===== src/rtl/av_resp_pkg.sv =====
// Shared types and constants for the AV I/O bridge response collector.
//   state_e          : collector FSM states (idle / waiting for device / holding ack)
//   NDEV             : number of AV devices behind the bridge
//   ERR_DATA_DEFAULT : read data returned on an error termination
//   sat_inc16        : 16-bit saturating increment
package av_resp_pkg;

    localparam int unsigned NDEV = 8;
    localparam logic [31:0] ERR_DATA_DEFAULT = 32'hDEADBEEF;

    typedef enum logic [1:0] {
        StIdle = 2'd0,
        StWait = 2'd1,
        StHold = 2'd2
    } state_e;

    function automatic logic [15:0] sat_inc16(input logic [15:0] v);
        return (v == 16'hFFFF) ? v : v + 16'd1;
    endfunction

endpackage


===== src/rtl/av_prio_mux8.sv =====
// Lowest-index-first select of one device's read data.
//   req_i   : per-device request (qualified acks), any number of bits may be set
//   dat_i   : per-device read data
//   valid_o : at least one bit of req_i is set
//   dat_o   : data of the lowest set index, zero when nothing is set
module av_prio_mux8
    import av_resp_pkg::*;
(
    input  logic [NDEV-1:0] req_i,
    input  logic [31:0]     dat_i [NDEV],
    output logic            valid_o,
    output logic [31:0]     dat_o
);

    always_comb begin
        valid_o = 1'b0;
        dat_o   = '0;
        // Walk from the top down so the lowest set index is the last to write.
        for (int i = NDEV - 1; i >= 0; i--) begin
            if (req_i[i]) begin
                valid_o = 1'b1;
                dat_o   = dat_i[i];
            end
        end
    end

endmodule


===== src/rtl/av_resp_collector.sv =====
// Response collector and bus watchdog for the AV I/O bridge master side.
// Merges the eight device acks/read data into one registered ack/data pair, terminates
// unselected or unanswered requests with an error ack, and keeps a small error log.
//   clk_i, rst_i        : clock, synchronous active-high reset
//   cyc_i, stb_i, we_i  : bus cycle, strobe, write enable from the bridge
//   adr_i, cs_i         : request address and one-hot chip selects
//   dev_ack_i, dev_dat_i: per-device ack and read data
//   ack_o, err_o, dat_o : registered termination, error qualifier, read data
//   stall_o             : held in HOLD and for one turnaround cycle after it
//   err_cnt_o, err_adr_o: saturating error count, address of last error
module av_resp_collector
    import av_resp_pkg::*;
#(
    parameter int unsigned TIMEOUT      = 256,
    parameter logic [31:0] ERR_DATA     = ERR_DATA_DEFAULT,
    // Reset value of the error counter; leave at zero in normal use.
    parameter logic [15:0] ERR_CNT_INIT = 16'h0000
) (
    input  logic            clk_i,
    input  logic            rst_i,
    input  logic            cyc_i,
    input  logic            stb_i,
    input  logic            we_i,
    input  logic [31:0]     adr_i,
    input  logic [NDEV-1:0] cs_i,
    input  logic [NDEV-1:0] dev_ack_i,
    input  logic [31:0]     dev_dat_i [NDEV],
    output logic            ack_o,
    output logic            stall_o,
    output logic [31:0]     dat_o,
    output logic            err_o,
    output logic [15:0]     err_cnt_o,
    output logic [31:0]     err_adr_o
);

    localparam logic [15:0] TimeoutLast = 16'(TIMEOUT - 1);

    // Reads and writes are terminated identically; the direction is not needed.
    logic unused_we;
    assign unused_we = we_i;

    state_e          state_q, state_d;
    logic [15:0]     cnt_q, cnt_d;
    logic [NDEV-1:0] cs_q, cs_d;
    logic [31:0]     adr_q, adr_d;
    logic            ack_q, ack_d;
    logic            err_q, err_d;
    logic [31:0]     dat_q, dat_d;
    logic            stall_q, stall_d;
    logic [15:0]     err_cnt_q, err_cnt_d;
    logic [31:0]     err_adr_q, err_adr_d;

    logic            log_err;
    logic [31:0]     log_adr;
    logic            sel_valid;
    logic [31:0]     sel_dat;

    av_prio_mux8 u_prio_mux8 (
        .req_i   (dev_ack_i & cs_q),
        .dat_i   (dev_dat_i),
        .valid_o (sel_valid),
        .dat_o   (sel_dat)
    );

    always_comb begin
        state_d   = state_q;
        cnt_d     = cnt_q;
        cs_d      = cs_q;
        adr_d     = adr_q;
        ack_d     = ack_q;
        err_d     = err_q;
        dat_d     = dat_q;
        err_cnt_d = err_cnt_q;
        err_adr_d = err_adr_q;
        log_err   = 1'b0;
        log_adr   = adr_q;

        case (state_q)
            StIdle: begin
                // stall_q still high means we are in the turnaround cycle after HOLD.
                if (cyc_i && stb_i && !stall_q) begin
                    cs_d  = cs_i;
                    adr_d = adr_i;
                    // cnt counts cycles since acceptance: the accept cycle is 0, so the
                    // first WAIT cycle sees 1 and the error ack lands in cycle TIMEOUT.
                    cnt_d = 16'd1;
                    if (cs_i == '0) begin
                        ack_d   = 1'b1;
                        err_d   = 1'b1;
                        dat_d   = ERR_DATA;
                        state_d = StHold;
                        log_err = 1'b1;
                        log_adr = adr_i;
                    end else begin
                        state_d = StWait;
                    end
                end
            end
            StWait: begin
                if (!cyc_i) begin
                    state_d = StIdle;
                    cnt_d   = '0;
                end else if (sel_valid) begin
                    // A qualified ack beats a timeout falling in the same cycle.
                    ack_d   = 1'b1;
                    err_d   = 1'b0;
                    dat_d   = sel_dat;
                    state_d = StHold;
                    cnt_d   = '0;
                end else if (cnt_q == TimeoutLast) begin
                    ack_d   = 1'b1;
                    err_d   = 1'b1;
                    dat_d   = ERR_DATA;
                    state_d = StHold;
                    cnt_d   = '0;
                    log_err = 1'b1;
                end else begin
                    cnt_d = cnt_q + 16'd1;
                end
            end
            StHold: begin
                if (!stb_i) begin
                    ack_d   = 1'b0;
                    err_d   = 1'b0;
                    dat_d   = '0;
                    state_d = StIdle;
                end
            end
            default: begin
                state_d = StIdle;
                cnt_d   = '0;
                ack_d   = 1'b0;
                err_d   = 1'b0;
                dat_d   = '0;
            end
        endcase

        if (log_err) begin
            err_cnt_d = sat_inc16(err_cnt_q);
            err_adr_d = log_adr;
        end

        // High for every HOLD cycle plus the first cycle after leaving it.
        stall_d = (state_d == StHold) || (state_q == StHold);
    end

    always_ff @(posedge clk_i) begin
        if (rst_i) begin
            state_q   <= StIdle;
            cnt_q     <= '0;
            cs_q      <= '0;
            adr_q     <= '0;
            ack_q     <= 1'b0;
            err_q     <= 1'b0;
            dat_q     <= '0;
            stall_q   <= 1'b0;
            err_cnt_q <= ERR_CNT_INIT;
            err_adr_q <= '0;
        end else begin
            state_q   <= state_d;
            cnt_q     <= cnt_d;
            cs_q      <= cs_d;
            adr_q     <= adr_d;
            ack_q     <= ack_d;
            err_q     <= err_d;
            dat_q     <= dat_d;
            stall_q   <= stall_d;
            err_cnt_q <= err_cnt_d;
            err_adr_q <= err_adr_d;
        end
    end

    assign ack_o     = ack_q;
    assign err_o     = err_q;
    assign dat_o     = dat_q;
    assign stall_o   = stall_q;
    assign err_cnt_o = err_cnt_q;
    assign err_adr_o = err_adr_q;

endmodule

===== config.mk =====
export PLATFORM = sky130hd
export DESIGN_NAME = av_resp_collector
export DESIGN_NICKNAME = d
export VERILOG_FILES = /design/src/rtl/av_resp_pkg.sv /design/src/rtl/av_prio_mux8.sv /design/src/rtl/av_resp_collector.sv
export SDC_FILE = /design/constraint.sdc
export NUM_CORES = 1
export LEC_CHECK = 0
export CAP_MARGIN = 20
export CORE_AREA = 2 2 150 152
export CTS_CLUSTER_SIZE = 20
export DETAILED_ROUTE_END_ITERATION = 10
export DIE_AREA = 0 0 152 154
export HOLD_SLACK_MARGIN = 0.12
export PLACE_DENSITY = 0.73
export RECOVER_POWER = 25
export SYNTH_ARGS = -nofsm -noshare
export SYNTH_HDL_FRONTEND = slang
export SYNTH_SLANG_ARGS = --single-unit

===== constraint.sdc =====
create_clock -name clk_i -period 5.5 [get_ports clk_i]
set_input_delay 1.1 -clock clk_i [delete_from_list [all_inputs] [get_ports clk_i]]
set_output_delay 1.1 -clock clk_i [all_outputs]
set_load 0.03 [all_outputs]

==> results of run 1 <==
## layer usage
metal / track usage [%] / routed length, µm / up-vias / share of wire, %
li1: - / - / 4469 / -
met1: 35.00 / 14050 / 4414 / 41
met2: 44.06 / 16120 / 417 / 47
met3: 10.03 / 3190 / 75 / 9.2
met4: 15.13 / 1301 / 0 / 3.8
met5: 0 / 0 / - / 0
## cells by family after synthesis
logic type / count (synthesis)
AO/OA/AOI/OAI: 311
XOR/XNOR: 13
adder cells (fa/ha/maj): 2
flip-flops: 141
buffers and inverters: 105
multiplexers: 32
AND/OR/NAND/NOR: 409
## power by group through the flow
stage / registers, µW / logic [µW] / clock network [µW]
2_1_floorplan: 1110 / 165 / 0
3_3_place_gp: 1090 / 498 / 0
3_5_place_dp: 1090 / 502 / 0
4_1_cts: 1070 / 505 / 1200
5_1_grt: 1070 / 539 / 1250
6_report: 1070 / 506 / 1180
## cell type report
class / instances / share of cell area, %
Multi-Input combinational cell: 767 / 37.52
Timing Repair Buffer: 410 / 32.14
Sequential cell: 141 / 22.30
Clock buffer: 17 / 3.361
Tap cell: 280 / 2.768
Clock inverter: 15 / 1.552
Antenna cell: 12 / 0.2372
Inverter: 4 / 0.1186
## worst min-delay path: stages, from the launching register on
cell and delay [ns]:
sky130_fd_sc_hd__dfxtp_1 0.31, sky130_fd_sc_hd__nand2_1 0.05, sky130_fd_sc_hd__a21oi_1 0.05
## worst paths after layout
check	to	slack (ns)	startpoint
max	err_cnt_o[9]$_SDFFE_PP0P_	1.65	dev_ack_i[6]
min	adr_q[28]$_SDFFE_PP0P_	0.46	adr_q[28]$_SDFFE_PP0P_
max reg2reg	dat_o[20]$_SDFFE_PP0P_	2.66	cs_q[6]$_SDFFE_PP0P_
min reg2reg	adr_q[28]$_SDFFE_PP0P_	0.46	adr_q[28]$_SDFFE_PP0P_
## cells in the mapped netlist (4+ instances only)
library cell                  n
sky130_fd_sc_hd__o21ai_0     22
sky130_fd_sc_hd__nand2_1    124
sky130_fd_sc_hd__a22o_1       8
sky130_fd_sc_hd__mux2i_1     32
sky130_fd_sc_hd__nor2b_1      4
sky130_fd_sc_hd__o221ai_1    24
sky130_fd_sc_hd__a21oi_1     58
sky130_fd_sc_hd__o31ai_1     10
sky130_fd_sc_hd__inv_1        4
sky130_fd_sc_hd__or3_1       26
sky130_fd_sc_hd__a31oi_1     24
sky130_fd_sc_hd__clkbuf_1    94
sky130_fd_sc_hd__nor3_1       7
sky130_fd_sc_hd__o311a_1     23
sky130_fd_sc_hd__dfxtp_1    141
sky130_fd_sc_hd__nor4_1       5
sky130_fd_sc_hd__a221oi_1    16
sky130_fd_sc_hd__nand2b_1    30
sky130_fd_sc_hd__and3_1       5
sky130_fd_sc_hd__nor2_1      80
sky130_fd_sc_hd__o21a_1      18
sky130_fd_sc_hd__and2_1       8
sky130_fd_sc_hd__o2bb2ai_1   24
sky130_fd_sc_hd__a211oi_1    32
sky130_fd_sc_hd__nand3_1     82
sky130_fd_sc_hd__nand4_1      9
sky130_fd_sc_hd__o211ai_1    33
sky130_fd_sc_hd__and4_1       5
sky130_fd_sc_hd__or4_1       10
sky130_fd_sc_hd__xnor2_1     10
## flip-flops by register name, summed over array words and instances (netlist names)
name	count
stall_o	1
adr_q	32
err_cnt_o	16
ack_o	1
err_adr_o	32
err_o	1
dat_o	32
cs_q	8
cnt_q	16
state_q	2
## per-stage QoR
stage / power (µW) / instances / worst slack [ns] / hold slack (ns)
3_3_place_gp: 1585 / 1601 / 1.302 / 0.4417
2_1_floorplan: 1273 / 1013 / 2.485 / 0.4360
4_1_cts: 2769 / 1633 / 1.698 / 0.4557
3_5_place_dp: 1591 / 1601 / 1.259 / 0.4461
6_report: 2749 / 1646 / 1.648 / 0.4551
5_1_grt: 2854 / 1644 / 1.463 / 0.4716
==> impl_metrics.py, run 1 <==
metrics = {
    "status": {
        "run_status": "finished clean",
    },
    "setup_path": {
        "required_time_of_the_worst_setup_path_ns": 5.85,
        "worst-path-max-fanout": 32,
        "ff2ff_path_depth": 6,
        "start_kind": "input pin",
        "crit_family": "compound AO/OA/AOI/OAI gates",
        "cp_num_cells": 6,
        "cpMaxStageDelayCell": "sky130_fd_sc_hd__clkdlybuf4s50_1",
        "timing.critical_path.buf_inv": 1,
        "timing.critical_path.cells": "clkdlybuf4s50_1 > a222oi_1 > nand4_1 > o31a_1 > or4_1 > a21oi_1",
        "endpoint_kind": "register",
        "worst_path_largest_cell_delay_ns": 0.77,
        "crit_type": "input pin to register",
        "signal_arrival_time_at_the_worst_endpoint_ns": 4.20,
    },
    "floorplan": {
        "design.die.area_um2": 23410,
        "core_um2": 21690,
        "die_x_um": 152,
        "die_height_um": 154,
        "io_pins": 392,
        "placement_rows": 54,
        "start_util_pct": 36.70,
    },
    "final_layout": {
        "postLayoutCoreUtil_pct": 58.37,
        "register_area_um2": 2823,
        "area.growth.synth_to_final_pct": 59.05,
        "layout.cells.most_common": "sky130_fd_sc_hd__clkdlybuf4s50_1",
        "layout-drive-gt1-share_pct": 4.505,
        "final_nets": 1652,
        "fillers": 1952,
        "multi_input_comb_area_um2": 4750,
        "mostFrequentLayoutCells": "333 x sky130_fd_sc_hd__clkdlybuf4s50_1, 141 x sky130_fd_sc_hd__dfxtp_1, 124 x sky130_fd_sc_hd__nand2_1",
        "finalInstanceArea_um2": 12660,
    },
    "synth": {
        "yosys.area.top_type": "sky130_fd_sc_hd__dfxtp_1",
        "syn_nets": 1324,
        "netlist_instances": 1013,
        "mappedNetlistArea_um2": 7959,
        "synth-adder-area-share_pct": 0.3144,
        "synth.yosys.seq_area_share_pct": 35.47,
        "yosys_most_used_dff": "sky130_fd_sc_hd__dfxtp_1",
        "post_synth_num_cell_types": 62,
        "synth_mux_area_share_pct": 4.025,
        "ys_warn_count": 0,
        "post_synth_main_area_contributors": "sky130_fd_sc_hd__dfxtp_1 35%, sky130_fd_sc_hd__nand2_1 5.8%, sky130_fd_sc_hd__nand3_1 5.2%",
        "async_reset_ff_share_pct": 0,
        "synth_edf_count": 0,
        "synth_compound_gate_area_share_pct": 28.53,
        "synthDominantCellAreaShare_pct": 35.47,
        "main_combinational_cell_family_by_area_after_synthesis": "compound AO/OA/AOI/OAI gates",
        "synth-xor-area-share_pct": 1.431,
        "postSynthAreaPerCell_um2": 7.857,
        "register_bit_total_from_synthesis": 141,
        "synth-simple-area-share_pct": 25.04,
    },
    "cts": {
        "cts_hold_buffers_added": 0,
        "clk_pin_slew_ns": 0.07,
        "clock_tree_from_tritoncts": "done",
        "clk_path_buf_depth": 2,
        "clkLatencyLatePin_ns": 0.44,
        "post-cts-setup-buffer-count": 0,
        "clock-root-buffer": "sky130_fd_sc_hd__clkbuf_16",
        "h_tree_depth_reported_by_cts": 4,
        "cts.repair.resized": 0,
        "tritoncts.num_buffers": 17,
        "cts.sink_count": 141,
    },
    "route": {
        "avgRoutedWirePerCell_um": 21.06,
        "vias_per_cell": 5.696,
        "wirelength_um": 34660,
        "drt-initial-drc-count": 765,
        "drt_drc_violations_left": 0,
        "antenna_violating_nets_post_route": 0,
        "drtPass1Iterations": 5,
        "detailroute.via_count": 9375,
    },
    "global_route": {
        "overflow": 0,
        "global_route_wire_length_before_repair_um": 52990,
        "global_router_s_overall_resource_usage_pct": 28.54,
        "maximum_number_of_pins_on_one_net_before_global_route_repair": 89,
        "first_global_vias": 9039,
        "grt_antenna_before_repair": 12,
    },
    "power": {
        "max-vdd-ir-drop_v": 0.0001925,
        "powerDensity_nw_per_um2": 217.2,
        "p_clk_share_pct": 42.9,
        "pwr-share-comb_pct": 18.4,
        "p_leak_uw": 0.004351,
        "switching_share_pct": 29.19,
        "power.internal_uw": 1947,
        "net-switching-power_uw": 802.4,
        "seqPwrFrac_pct": 38.7,
    },
    "hold_path": {
        "min_path_cells": 2,
        "timing.hold.worst.class": "register to register",
    },
    "sta": {
        "timing.final.crit_share_pct": 70.04,
        "finalSetupViolCount": 0,
        "max_freq_mhz": 259.6,
        "slew_headroom_pct": 27.16,
        "fin_worst_skew_ns": 0.01512,
        "minimum_clock_period_ns": 3.852,
        "timing_max_transition_violations_final": 0,
        "hold_viol": 0,
        "worst-slew-pin-transition_ns": 1.093,
        "setup_total_negative_slack_ns": 0,
        "rsz0062_at_grt": "no",
    },
    "place": {
        "post-dp-hpwl_um": 25020,
        "placement.cell_area_um2": 11980,
        "routabilityCongestion": 0.9192,
        "port_buffers": 390,
    },
    "flow_run": {
        "max-cap-violations": 0,
    },
}
No activity file was read; power rests on OpenSTA's default activity.
==> run 2: changes to the inputs <==
--- a/config.mk
+++ b/config.mk
@@ -11,7 +11,7 @@
 export DETAILED_ROUTE_END_ITERATION = 10
 export DIE_AREA = 0 0 152 154
 export HOLD_SLACK_MARGIN = 0.12
-export PLACE_DENSITY = 0.73
+export PLACE_DENSITY = 0.76
 export RECOVER_POWER = 25
 export SYNTH_ARGS = -nofsm -noshare
 export SYNTH_HDL_FRONTEND = slang
==> constraint.sdc (replaced) <==
create_clock -name clk_i -period 3.4 [get_ports clk_i]
set_input_delay 0.68 -clock clk_i [delete_from_list [all_inputs] [get_ports clk_i]]
set_output_delay 0.68 -clock clk_i [all_outputs]
set_load 0.03 [all_outputs]
==> run 2 against run 1 <==
Against the previous run:
- sequential cell count unchanged
- global-route usage down 0.92 points
- clock-buffer cell count unchanged
- final area up 0.90%
- worst hold slack better by 0.0017 ns
- cell count up 0.55%
- setup slack worse by 1.1 ns
- core utilization up 0.52 points
- critical path depth up 1
- clock power up 66%
- non-clock buffer count up 12
- critical path type unchanged
==> impl_metrics.py, run 2 (synthesis gave the netlist of run 1 again) <==
metrics = {
    "sta": {
        "timing.final.crit_share_pct": 84.01,
        "timing_max_transition_violations_final": 0,
        "fin_worst_skew_ns": 0.01035,
        "hold_viol": 0,
        "rsz0062_at_grt": "no",
        "finalSetupViolCount": 0,
        "minimum_clock_period_ns": 2.856,
        "setup_total_negative_slack_ns": 0,
        "slew_headroom_pct": 33.79,
        "max_freq_mhz": 350.1,
        "worst-slew-pin-transition_ns": 0.9893,
        "worst_slack_ns": 0.5435,
    },
    "final_layout": {
        "fillers": 1953,
        "area.growth.synth_to_final_pct": 60.48,
        "layout-drive-gt1-share_pct": 5.271,
        "finish.cell_count_without_fillers": 1655,
        "layout.cells.most_common": "sky130_fd_sc_hd__clkdlybuf4s50_1",
        "register_area_um2": 2823,
        "final_nets": 1664,
        "multi_input_comb_area_um2": 4757,
        "mostFrequentLayoutCells": "335 x sky130_fd_sc_hd__clkdlybuf4s50_1, 141 x sky130_fd_sc_hd__dfxtp_1, 124 x sky130_fd_sc_hd__nand2_1",
        "postLayoutCoreUtil_pct": 58.89,
    },
    "cts": {
        "post-cts-setup-buffer-count": 0,
        "clkLatencyLatePin_ns": 0.43,
        "cts.sink_count": 141,
        "clock-root-buffer": "sky130_fd_sc_hd__clkbuf_16",
        "clock_tree_from_tritoncts": "done",
        "clk_pin_slew_ns": 0.07,
        "cts_hold_buffers_added": 0,
        "tritoncts.num_buffers": 17,
        "h_tree_depth_reported_by_cts": 4,
        "cts.repair.resized": 0,
        "clk_path_buf_depth": 2,
    },
    "route": {
        "drtPass1Iterations": 5,
        "vias_per_cell": 5.721,
        "antenna_violating_nets_post_route": 0,
        "avgRoutedWirePerCell_um": 20.45,
        "drt-initial-drc-count": 896,
        "drt_drc_violations_left": 0,
        "wirelength_um": 33850,
        "detailroute.via_count": 9469,
    },
    "place": {
        "routabilityCongestion": 0.9267,
        "dpl_worst_slack_ns": 0.1579,
        "post-dp-hpwl_um": 24380,
        "placed_cells": 1613,
        "port_buffers": 390,
    },
    "setup_path": {
        "required_time_of_the_worst_setup_path_ns": 3.72,
        "worst_path_largest_cell_delay_ns": 0.64,
        "signal_arrival_time_at_the_worst_endpoint_ns": 3.18,
        "start_kind": "input pin",
        "crit_type": "input pin to register",
        "timing.critical_path.cells": "clkdlybuf4s50_1 > a222oi_1 > nand4_1 > o31a_1 > buf_4 > o31a_1 > o21ba_1",
        "reg2reg_setup_slack_ns": 0.69,
        "cpMaxStageDelayCell": "sky130_fd_sc_hd__o31a_1",
        "worst-path-max-fanout": 29,
        "path_common_cell": "sky130_fd_sc_hd__o31a_1",
        "endpoint_kind": "register",
    },
    "floorplan": {
        "start_util_pct": 36.70,
        "placement_rows": 54,
        "io_pins": 392,
        "core_um2": 21690,
        "design.die.area_um2": 23410,
        "die_x_um": 152,
        "die_height_um": 154,
    },
    "power": {
        "post-layout-total-power_uw": 4510,
        "pwr-share-comb_pct": 18.3,
        "max-vdd-ir-drop_v": 0.0003167,
        "switching_share_pct": 28.55,
        "powerDensity_nw_per_um2": 353.1,
        "net-switching-power_uw": 1288,
        "p_leak_uw": 0.004398,
        "power.internal_uw": 3223,
        "seqPwrFrac_pct": 38.2,
        "p_clk_share_pct": 43.5,
    },
    "flow_run": {
        "max-cap-violations": 0,
    },
    "global_route": {
        "maximum_number_of_pins_on_one_net_before_global_route_repair": 72,
        "global_route_wire_length_before_repair_um": 51290,
        "grt_antenna_before_repair": 8,
        "overflow": 0,
        "global_router_s_overall_resource_usage_pct": 27.62,
        "first_global_vias": 8896,
    },
    "status": {
        "run_status": "finished clean",
    },
    "hold_path": {
        "timing.hold.worst.class": "register to register",
    },
}
-- run 2: per-layer routing --
metal / up-vias / share of wire (%) / GRT usage [%]
li1: 4495 / - / -
met1: 4449 / 40 / 34.43
met2: 449 / 47 / 44.14
met3: 76 / 8.7 / 7.807
met4: 0 / 3.8 / 13.13
met5: - / 0 / 0
-- run 2: worst paths after layout --
kind | start | to | depth (start not counted)
max | dev_ack_i[7] | err_cnt_o[12]$_SDFFE_PP0P_ | 7
min | adr_q[13]$_SDFFE_PP0P_ | adr_q[13]$_SDFFE_PP0P_ | 2
min reg2reg | adr_q[13]$_SDFFE_PP0P_ | adr_q[13]$_SDFFE_PP0P_ | 2
max reg2reg | cnt_q[0]$_SDFFE_PP0P_ | err_cnt_o[12]$_SDFFE_PP0P_ | 7
-- run 2: final cells by class --
| cell class | instances | share of cell area [%] |
|---|---|---|
| inverters | 4 | 0.1176 |
| diodes | 9 | 0.1763 |
| well taps | 280 | 2.743 |
| clock inverters | 15 | 1.518 |
| flip-flops and latches | 141 | 22.10 |
| multi-input cells | 767 | 37.25 |
| clock buffers | 17 | 3.331 |
| repair buffers | 422 | 32.77 |
-- run 2: power by group through the flow --
stage	logic, µW	registers (µW)	clock network [µW]
2_1_floorplan	268	1790	0
3_3_place_gp	815	1760	0
3_5_place_dp	821	1760	0
4_1_cts	824	1720	2000
5_1_grt	876	1730	2060
6_report	823	1720	1960
-- run 2: worst max-delay path: cells and delay by family --
| family | cells | cell delay [ns] |
|---|---|---|
| buffers and inverters | 2 | 0.71 |
| AO/OA/AOI/OAI | 4 | 1.54 |
| AND/OR/NAND/NOR | 1 | 0.24 |
-- run 2: per-stage QoR --
step	instance area, µm²	hold slack, ns
2_1_floorplan	7959	0.4360
3_3_place_gp	12130	0.4418
3_5_place_dp	12130	0.4461
4_1_cts	12750	0.4580
5_1_grt	12770	0.4718
6_report	12770	0.4567
